[config.mk]
export PLATFORM = sky130hd
export DESIGN_NAME = button_event
export DESIGN_NICKNAME = d
export VERILOG_FILES = /design/src/rtl/button_event_pkg.sv /design/src/rtl/button_event_edge_detect.sv /design/src/rtl/button_event.sv
export SDC_FILE = /design/constraint.sdc
export NUM_CORES = 1
export LEC_CHECK = 0
export ABC_AREA = 1
export ABC_CLOCK_PERIOD_IN_PS = 2300
export BUFFER_PORTS_ARGS = -buffer_cell sky130_fd_sc_hd__buf_2
export CORE_MARGIN = 2
export CORE_UTILIZATION = 48
export CTS_BUF_LIST = sky130_fd_sc_hd__clkbuf_8
export CTS_CLUSTER_SIZE = 8
export DETAILED_ROUTE_END_ITERATION = 8
export PLACE_DENSITY = 0.74
export SLEW_MARGIN = 20
export SYNTH_ARGS = -nofsm -noshare
export SYNTH_HDL_FRONTEND = slang
export SYNTH_SLANG_ARGS = --single-unit
[constraint.sdc]
create_clock -name clk_in -period 2.3 [get_ports clk_in]
set_input_delay 0.115 -clock clk_in [delete_from_list [all_inputs] [get_ports clk_in]]
set_output_delay 0.115 -clock clk_in [all_outputs]
set_load 0.02 [all_outputs]
[src/rtl/button_event_pkg.sv]
// Shared types and constants for the button event classifier.
package button_event_pkg;

   typedef enum logic [2:0] {
      IDLE      = 3'd0,
      PRESSED   = 3'd1,
      LONG_HELD = 3'd2,
      WAIT_GAP  = 3'd3,
      SECOND    = 3'd4
   } btn_state_t;

   localparam int PRESS_CNT_W = 8;

   function automatic int max_int(input int a, input int b);
      return (a > b) ? a : b;
   endfunction

endpackage

[src/rtl/button_event_edge_detect.sv]
// Registered-history edge detector; prev clears to 0 so a level that is
// already high out of reset reads as a rise.
module edge_detect (
   input  logic clk_in,
   input  logic rst_in,
   input  logic level_in,
   output logic rise,
   output logic fall
);

   logic prev;

   always_ff @(posedge clk_in or posedge rst_in) begin
      if (rst_in) prev <= 1'b0;
      else        prev <= level_in;
   end

   assign rise = level_in & ~prev;
   assign fall = ~level_in & prev;

endmodule

[src/rtl/button_event.sv]
// Turns a debounced button level into short / long / double-click pulses,
// using one shared cycle counter for both hold and gap timing.
module button_event
   import button_event_pkg::*;
#(
   parameter int LONG_CYCLES = 50_000_000,
   parameter int GAP_CYCLES  = 25_000_000
) (
   input  logic                   clk_in,
   input  logic                   rst_in,
   input  logic                   clean_in,
   output logic                   short_out,
   output logic                   long_out,
   output logic                   double_out,
   output logic                   held_out,
   output logic [PRESS_CNT_W-1:0] press_count_out
);

   localparam int CNT_W = $clog2(max_int(LONG_CYCLES, GAP_CYCLES));
   localparam logic [CNT_W-1:0] LONG_LAST = CNT_W'(LONG_CYCLES - 1);
   localparam logic [CNT_W-1:0] GAP_LAST  = CNT_W'(GAP_CYCLES - 1);

   btn_state_t       state;
   logic [CNT_W-1:0] count;
   logic             rise;
   logic             fall;

   edge_detect u_edge (
      .clk_in   (clk_in),
      .rst_in   (rst_in),
      .level_in (clean_in),
      .rise     (rise),
      .fall     (fall)
   );

   // In every pressed state the previous sample was high, so fall is
   // exactly "clean_in low" there.
   always_ff @(posedge clk_in or posedge rst_in) begin
      if (rst_in) begin
         state           <= IDLE;
         count           <= '0;
         short_out       <= 1'b0;
         long_out        <= 1'b0;
         double_out      <= 1'b0;
         held_out        <= 1'b0;
         press_count_out <= '0;
      end else begin
         short_out  <= 1'b0;
         long_out   <= 1'b0;
         double_out <= 1'b0;
         if (rise) press_count_out <= press_count_out + 1'b1;

         case (state)
            IDLE: begin
               if (rise) begin
                  state    <= PRESSED;
                  count    <= '0;
                  held_out <= 1'b1;
               end
            end
            PRESSED: begin
               if (fall) begin
                  state    <= WAIT_GAP;
                  count    <= '0;
                  held_out <= 1'b0;
               end else if (count == LONG_LAST) begin
                  state    <= LONG_HELD;
                  count    <= '0;
                  long_out <= 1'b1;
               end else begin
                  count <= count + 1'b1;
               end
            end
            LONG_HELD: begin
               if (fall) begin
                  state    <= IDLE;
                  count    <= '0;
                  held_out <= 1'b0;
               end
            end
            WAIT_GAP: begin
               // A repress on the final gap cycle still counts as a double click.
               if (rise) begin
                  state      <= SECOND;
                  count      <= '0;
                  double_out <= 1'b1;
                  held_out   <= 1'b1;
               end else if (count == GAP_LAST) begin
                  state     <= IDLE;
                  count     <= '0;
                  short_out <= 1'b1;
               end else begin
                  count <= count + 1'b1;
               end
            end
            SECOND: begin
               if (fall) begin
                  state    <= IDLE;
                  count    <= '0;
                  held_out <= 1'b0;
               end
            end
            default: begin
               state    <= IDLE;
               count    <= '0;
               held_out <= 1'b0;
            end
         endcase
      end
   end

endmodule

[Yosys cells after proc, flatten, opt, wreduce, memory -nomap -nowiden]
Index checks and enable logic that the tools add are counted.
Word-level totals
  bits in registers: 42
  bits of input ports: 3
  output and inout port bits: 12
  word-level logic and storage cells: 58
Cells by class
  add/sub/neg operators: 2
  equal/unequal tests: 12
  multiplexer cells: 25
  bitwise gates (word level): 4
  reductions and logical operators: 7
Operators with widths (number)
  2-to-1 mux 26 bit: 6
  case mux 26 bit (4 select lines): 1
  adder 26 x 1 -> 26 bit (second input constant): 1
  equality test 26 x 25 -> 1 bit (second input constant): 1
  equality test 26 bit (second input constant): 1
  2-to-1 mux 3 bit: 6
  case mux 3 bit (4 select lines): 1
  2-to-1 mux 1 bit: 10
  adder 8 x 1 -> 8 bit (second input constant): 1
  equality test 3 x 2 -> 1 bit (second input constant): 2
  inequality test 2 x 1 -> 1 bit (second input constant): 3
  inequality test 3 bit (second input constant): 2
  AND reduction 2 bit: 2
  AND reduction 4 bit: 1
  OR reduction 2 bit: 2
  equality test 3 x 1 -> 1 bit (second input constant): 1
  equality test 3 bit (second input constant): 1
  logical NOT 3 bit: 1
  OR reduction 3 bit: 1
  AND 1 bit: 2
  inequality test 2 bit (second input constant): 1
  NOT 1 bit: 2
  case mux 1 bit (2 select lines): 1

[Logic depth before layout (Yosys ltp)]
Gate-level depths: netlist (run 1).
  depth in word-level cells: 4
  gate-level depth with buffers: 13
  mapped depth without buffers: 12

[Hierarchy]
A second synthesis (run 1) with hierarchy kept.
Unflattened totals
  cells, all modules: 345
  area total of the unflattened synthesis: 2625.0 µm²
Modules (own cells, without submodules)
  button_event: times used 1, cells each 339, area an instance 2581.2 µm², sequential area each 1026.0 µm²
  edge_detect: times used 1, cells each 6, area an instance 43.8 µm², sequential area each 25.0 µm²

[Least setup slack after synthesis (run 1)]
Ideal clock, no wire load.
  path type: flip-flop to flip-flop
  start point: register count[1]
  end point: register count[10]
  library setup time: 0.120 ns
  arrival: 1.453 ns
  required time: 2.180 ns
  slack: 0.727 ns
  stages on the path, launching flop included: 12
  buffers on the path: 1
  clock period less this slack: 1.573 ns
  cells stage by stage: dfrtp_1 ha_1 nand2_2 nor2_4 nand2_2 nor2_1 nand2_1 nand2_2 nand3_4 clkinv_4 buf_12 nor2_2
Between the ends
  word-level cells in the longest chain between the ends: 4
  elaborated cells on any way between the ends: 8
  classes of those cells: add/sub (1); eq/ne (2); mux (5)
RTL lines
  start, declared: line button_event.sv:24  | logic [CNT_W-1:0] count;
  start signal, assigned: line button_event.sv:71  | count <= count + 1'b1;
  start signal, assigned: line button_event.sv:93  | count <= count + 1'b1;
  adder 26 x 1 -> 26 bit, or another cell as far along: line button_event.sv:71, button_event.sv:93
  2-to-1 mux 26 bit (on tied branches): line button_event.sv:88, button_event.sv:66
  2-to-1 mux 26 bit (on tied branches): line button_event.sv:83, button_event.sv:62
  case mux 26 bit (4 select lines) *: line button_event.sv:53  | case (state)
Mark *: on every way between the ends. The rest lies on a longest branch, timed or not.
A chain may end at the register's enable or synchronous reset.

[Worst setup path after layout (run 1)]
  start point: input clean_in
  end point: register count[14]
Between the ends
  word-level cells in the longest chain between the ends: 4
  elaborated cells on any way between the ends: 9
  classes of those cells: eq/ne (2); mux (3); bitwise (3); reduce/logical (1)
RTL lines
  start, declared: line button_event.sv:11  | input logic clean_in,
  NOT 1 bit: line button_event_edge_detect.sv:19  | assign fall = ~level_in & prev;
  AND 1 bit: line button_event_edge_detect.sv:19
  2-to-1 mux 26 bit or inequality test 2 x 1 -> 1 bit (tied branches)
  case mux 26 bit (4 select lines) or AND reduction 2 bit (tied branches)
Parallel ways exist; a longest one is shown, timed or not.

==> metrics.txt, run 1 <==
cell accounting for the most synthesized area dfrtp_1; design area 2890 sq um; Mapped Area 2600 sq um; drt first pass iters 4; post-CTS setup buffer count 0; CP max stage delay 520 ps; Layout area overhead 11.2%; Worst Hold Slack 399 ps; worst rel slew slack 64.2%; largest net degree at the start of global routing 32; dpl cells 446; Via Count 2251; Setup-failing EPs final 0; critical path class primary input to flip-flop; max-cap violation count 0; DPL Wire Length 4570 microns; compound-cell area share of the yosys netlist 2.36%; Tcrit/Tclk final 82.2%; Crit path buffers/inverters 5; DRC 0; Clock Latency Late Sink 300 ps; first-pass GRT wire length 10100 microns; most common cell in the netlist nand2_1; max-slew violations 0; Met2 Wirelength 2810 microns; die width 77.5 microns; peak supply drop 0.492 mV; post-synth top area share 40.5%; r2r setup slk 470 ps; Crit. End Element flip-flop; Synth warnings 0; largest family of logic cells by synthesized area simple AND/OR/NAND/NOR gates; Synth Area in Simple Gates 39.9%; Hold WC Path Type primary input to async pin; Mapped Avg Cell Area 7.19 sq um; Clk pwr share 23.7%; Final WS setup 408 ps; worst-margin pin slew 536 ps; routed vias/inst 4.95; CP Max Fanout 17; Die Ht 77.5 microns; Non-Filler Instances 455; mux contribution to synthesized area 0%; Leakage 1.46 nW; setup_tns 0 ps; Max Freq 0.529 GHz; Setup WS pre-CTS 501 ps; initial antenna violation count 0; switching part of the total 41.3%; status finished clean; gpl congestion 0.939; Top Layer Used met4; Post-Syn Instances 361; CP startpoint kind primary input; clock sinks 42; register area share after synthesis 40.5%; internal power 1.48 mW; Primary FF master, synth dfrtp_1; I/O Pins 15; Worst EP required 2500 ps; placed cell areas 2760 sq um; Distinct cells, synth 26; synth cell count leaders nand2_1 (94), inv_1 (56), nor2_1 (49); Final Hold Fails 0; H-tree levels 2; share of layout cells above drive strength 1 14.5%; Design Power 2.52 mW; clk_skew 3.43 ps; final wirelength 5800 microns; number of buffer cells added on primary ports 14; cts hold-fix bufs 2; met3 WL 204 microns; Final Util 55.8%; post-synthesis xor/xnor area fraction 6.41%; Root Driver clkbuf_8; Reg clk slew, reported paths 80 ps; clk buf depth 2; Initial Utilization 50.2%; largest cells by area after synthesis dfrtp_1 (40%), nand2_1 (14%), inv_1 (8.1%), nor2_1 (7.1%), nand3_1 (5.6%); CP Cell Sequence dlygate4sd3_1 -> buf_2 -> inv_1 -> nor2_2 -> nor2_1 -> nor2_4 -> nand2_1 -> nor2_1 -> nand2_1 -> nand2_1 -> inv_1 -> nand2_1 -> inv_1; M1 wire length 2690 microns; post-route ant nets 0; RSZ-0062 raised after global routing false; Antenna Cells 0; Post-synth ARST share 100%; cell repeated most along the worst path nand2_1; pwr dens 873 nW/um^2; row cnt 26; sequential power share 38.7%; WL/cell 12.7 microns; slowest stage cell, crit path dlygate4sd3_1; syn nets 366; Yosys reg bits 42; TritonCTS Buffers 5; Comb pwr share 37.6%; CTS tree built; GRT overflow 0; Adder-Cell Fraction of Synth Area 0.964%; vias in the first global route 2235; Global Route Usage Sum 21.1%; Post-synth EDFFs 0; NetSw 1.04 mW; # nets final 390; post-cts sizing count 0; die area 6010 sq um; total core area 5170 sq um; CP arrival 2090 ps; CP top delay family simple AND/OR/NAND/NOR gates; post-layout min period 1890 ps; DR iter-0 viols 131
area by class of cell:
| class | count | area, sq um |
|---|---|---|
| fillers | 495 | 2280 |
| multi-input cells | 257 | 1290 |
| flip-flops and latches | 42 | 1050 |
| inverters | 59 | 228 |
| repair buffers | 20 | 120 |
| well taps | 70 | 87.6 |
| clock buffers | 6 | 82.6 |
| clock inverters | 1 | 30.0 |
final timing paths:
path | start | endpoint | depth (start not counted)
max | clean_in | count[14]$_DFFE_PP0P_ | 13
min in group clk_in | press_count_out[7]$_DFFE_PP0P_ | press_count_out[7]$_DFFE_PP0P_ | 1
min reg2reg | press_count_out[7]$_DFFE_PP0P_ | press_count_out[7]$_DFFE_PP0P_ | 1
min | rst_in | state[0]$_DFFE_PP0P_ | 3
max reg2reg | u_edge.prev$_DFF_PP0_ | count[14]$_DFFE_PP0P_ | 10
max in group asynchronous | rst_in | press_count_out[4]$_DFFE_PP0P_ | 4
layer usage:
layer | global-route usage [%] | up-vias
li1 | - | 1168
met1 | 26.5 | 1035
met2 | 36.7 | 39
met3 | 3.60 | 9
met4 | 7.32 | 0
met5 | 0 | -
cells by family (layout without fill, tap and decap cells):
logic type,after synthesis,after routing
adders and majority gates,2,2
and+or+nand+nor,225,225
DFF,42,42
AOI/OAI and AO/OA,11,11
xor gates and xnor gates,19,19
buffers and inverters,62,86
state kept, by name, summed over array words and instances (netlist names):
register	count
long_out	1
state	3
u_edge.prev	1
press_count_out	8
short_out	1
double_out	1
held_out	1
count	26
tightest hold or removal path, stage by stage:
cell,delay (ps)
dlygate4sd3_1,540
buf_2,130
clkinv_2,370
power by group through the flow:
stage               logic, mW  clock network (mW)  registers (mW)
floorplan               0.687                   0            1.06
global placement        0.930                   0           0.983
detailed placement      0.954                   0           0.990
CTS                     0.958               0.612           0.976
global route             1.06               0.631           0.993
finish                  0.948               0.599           0.975
cells in the final DEF (no fill, tap or decap), drive strengths merged:
cell type,Yosys,routed
xor2,15,15
bufinv,0,1
clkinv,1,2
nand2,99,99
a2bb2oi,1,1
nor2,67,67
clkbuf,0,6
o21ai,6,6
or2,1,1
nand4,13,13
a21oi,3,3
nand3,31,31
o211ai,1,1
inv,58,57
xnor2,4,4
dfrtp,42,42
dlygate4sd3,0,2
nor3,14,14
buf,3,18
ha,2,2
No activity file was read; power rests on OpenSTA's default activity.
==> run 2, diff against run 1 <==
Settings changed: ABC_CLOCK_PERIOD_IN_PS 2300 to 1700, PLACE_DENSITY 0.74 to 0.77.
Clock period 2.3 ns to 1.7 ns, I/O delays scaled along.
==> run 2 against run 1 <==
Compared with the run above:
- via count increased by 9.6%
- cell count increased by 5.7%
- critical endpoint is now count[20]$_DFFE_PP0P_
- sequential power increased by 35%
- utilization rose by 5.8 points
- register-to-register slack worse by 460 ps
==> metrics.txt, run 2 (synthesis gave the netlist of run 1 again) <==
worst r2r path cells 10; sequential power share 35.2%; Non-Filler Instances 481; WL/cell 13.3 microns; Top reg by flops count; Final Hold Fails 0; Clk pwr share 17.6%; Levels on crit path 10; worst rel slew slack 65.0%; drt first pass iters 5; flip-flop count of the largest register after layout 26; Hold WC Path Type primary input to flip-flop; routed vias/inst 5.13; NetSw 1.68 mW; CP top delay family simple AND/OR/NAND/NOR gates; Max Freq 0.593 GHz; CP Cell Sequence ha_4 -> nand2_4 -> nor2_4 -> nand2_4 -> nor2_4 -> nand3_2 -> nand2_4 -> nand3_4 -> inv_8 -> nor2_2; Die Ht 77.5 microns; die area 6010 sq um; DPL Wire Length 4420 microns; CP arrival 1890 ps; vias in the first global route 2275; number of buffer cells added on primary ports 14; Filler Cells Inserted 463; Antenna Cells 0; Layout area overhead 22.7%; Setup-failing EPs final 0; Via Count 2467; most frequent cells in the layout nand2_1 (89), inv_1 (55), nor2_1 (41); share of layout cells above drive strength 1 25.1%; gpl congestion 0.916; Global Route Usage Sum 21.6%; critical path class flip-flop to flip-flop; switching part of the total 44.7%; final wirelength 6410 microns; total core area 5170 sq um; r2r setup slk 10 ps; slowest stage cell, crit path dfrtp_1; max-cap violation count 0; Root Driver clkbuf_8; internal power 2.08 mW; die width 77.5 microns; CP max stage delay 420 ps; TritonCTS Buffers 5; FF-to-FF End count[20]$_DFFE_PP0P_; max-slew violations 0; post-layout min period 1690 ps; Worst EP required 1900 ps; Initial Utilization 50.2%; clk_skew 10.0 ps; pwr dens 1180 nW/um^2; RSZ-0062 raised after global routing true; Crit path buffers/inverters 1; # nets final 415; Largest regs count (26), press_count_out (8), state (3); row cnt 26; Comb pwr share 47.2%; reg2reg start count[1]$_DFFE_PP0P_; post-route ant nets 0; most common cell after layout, fill and taps aside nand2_1; DRC 0; Hold Path End press_count_out[0]$_DFFE_PP0P_; Leakage 1.61 nW; status finished clean; DR iter-0 viols 161; cell repeated most along the worst path nand2_4; peak supply drop 0.640 mV; clk buf depth 2; worst-margin pin slew 526 ps; hold path start clean_in; H-tree levels 2; Final Util 61.6%; GRT overflow 0; largest net degree at the start of global routing 43; CTS tree built; clock sinks 42; Crit. End Element flip-flop; initial antenna violation count 0; dpl cells 457; Clock Latency Late Sink 310 ps; setup_tns 0 ps; hold depth 4; I/O Pins 15; CP startpoint kind flip-flop; first-pass GRT wire length 10300 microns; Tcrit/Tclk final 99.2%; CP Max Fanout 6; Reg clk slew, reported paths 90 ps
-- run 2: cell count changes in the layout (fill, tap and decap cells not counted), moves of 2 or more --
| cell | change |
|---|---|
| buf_4 | +23 |
| dfrtp_1 | -6 |
| dfrtp_2 | +6 |
| nand2_1 | -5 |
| nand2_4 | +5 |
| nand3_2 | +2 |
| nor2_1 | -8 |
| nor2_2 | +2 |
| nor2_4 | +6 |
-- run 2: area by class of cell --
class	count	area, sq um	share of cell area (%)
multi-input combinational	258	1410	44.3
sequential	42	1060	33.2
timing repair buffer	43	293	9.19
inverter	59	234	7.34
tap	70	87.6	2.75
clock buffer	5	68.8	2.16
clock inverter	3	21.3	0.668
timing repair inverter	1	11.3	0.353
-- run 2: what timing repair did --
| action | 4_1_cts | 5_1_grt |
|---|---|---|
| endpoints found under the hold margin | 43 | 0 |
| buffers inserted | 0 | 12 |
| gates cloned | 0 | 2 |
| hold buffers | 2 | 0 |
| setup endpoints to repair | 5 | 27 |
| pin swaps | 0 | 12 |
| resized for setup | 2 | 34 |
-- run 2: metal layers --
layer	global-route usage, %	share of wire [%]
met2	35.4	48
met5	0	0
met4	9.64	3.0
met1	27.8	44
met3	3.95	5.3
-- run 2: per-stage QoR --
step | total power, mW | hold WS, ps | worst slack (ps) | instance area [sq um]
floorplan | 2.36 | 116 | 127 | 2600
global placement | 2.61 | 232 | 51.1 | 2840
detailed placement | 2.66 | 235 | 1.68 | 2840
CTS | 3.36 | 206 | -1.06 | 2960
global route | 4.00 | 260 | -86.3 | 3190
finish | 3.76 | 237 | 14.0 | 3190
-- run 2: worst max path at each step --
stage                    startpoint  slack [ps]               endpoint
3_3_place_gp   state[1]$_DFFE_PP0P_          50  count[12]$_DFFE_PP0P_
6_report       count[1]$_DFFE_PP0P_          10  count[20]$_DFFE_PP0P_
3_5_place_dp   count[1]$_DFFE_PP0P_           2  count[24]$_DFFE_PP0P_
4_1_cts        state[0]$_DFFE_PP0P_          -1  count[14]$_DFFE_PP0P_
2_1_floorplan  count[1]$_DFFE_PP0P_         130   count[5]$_DFFE_PP0P_
5_1_grt        count[1]$_DFFE_PP0P_         -90  count[16]$_DFFE_PP0P_
-- run 2: worst min-delay path, delay by kind of cell --
kind	cells	cell delay, ps
buf+inv	2	270
xor+xnor	1	60
simple gates	1	100
-- run 2: power groups by stage --
stage | clock, mW | combinational (mW) | sequential, mW
2_1_floorplan | 0 | 0.929 | 1.43
3_3_place_gp | 0 | 1.29 | 1.32
3_5_place_dp | 0 | 1.32 | 1.33
4_1_cts | 0.680 | 1.37 | 1.31
5_1_grt | 0.718 | 1.93 | 1.35
6_report | 0.663 | 1.77 | 1.32
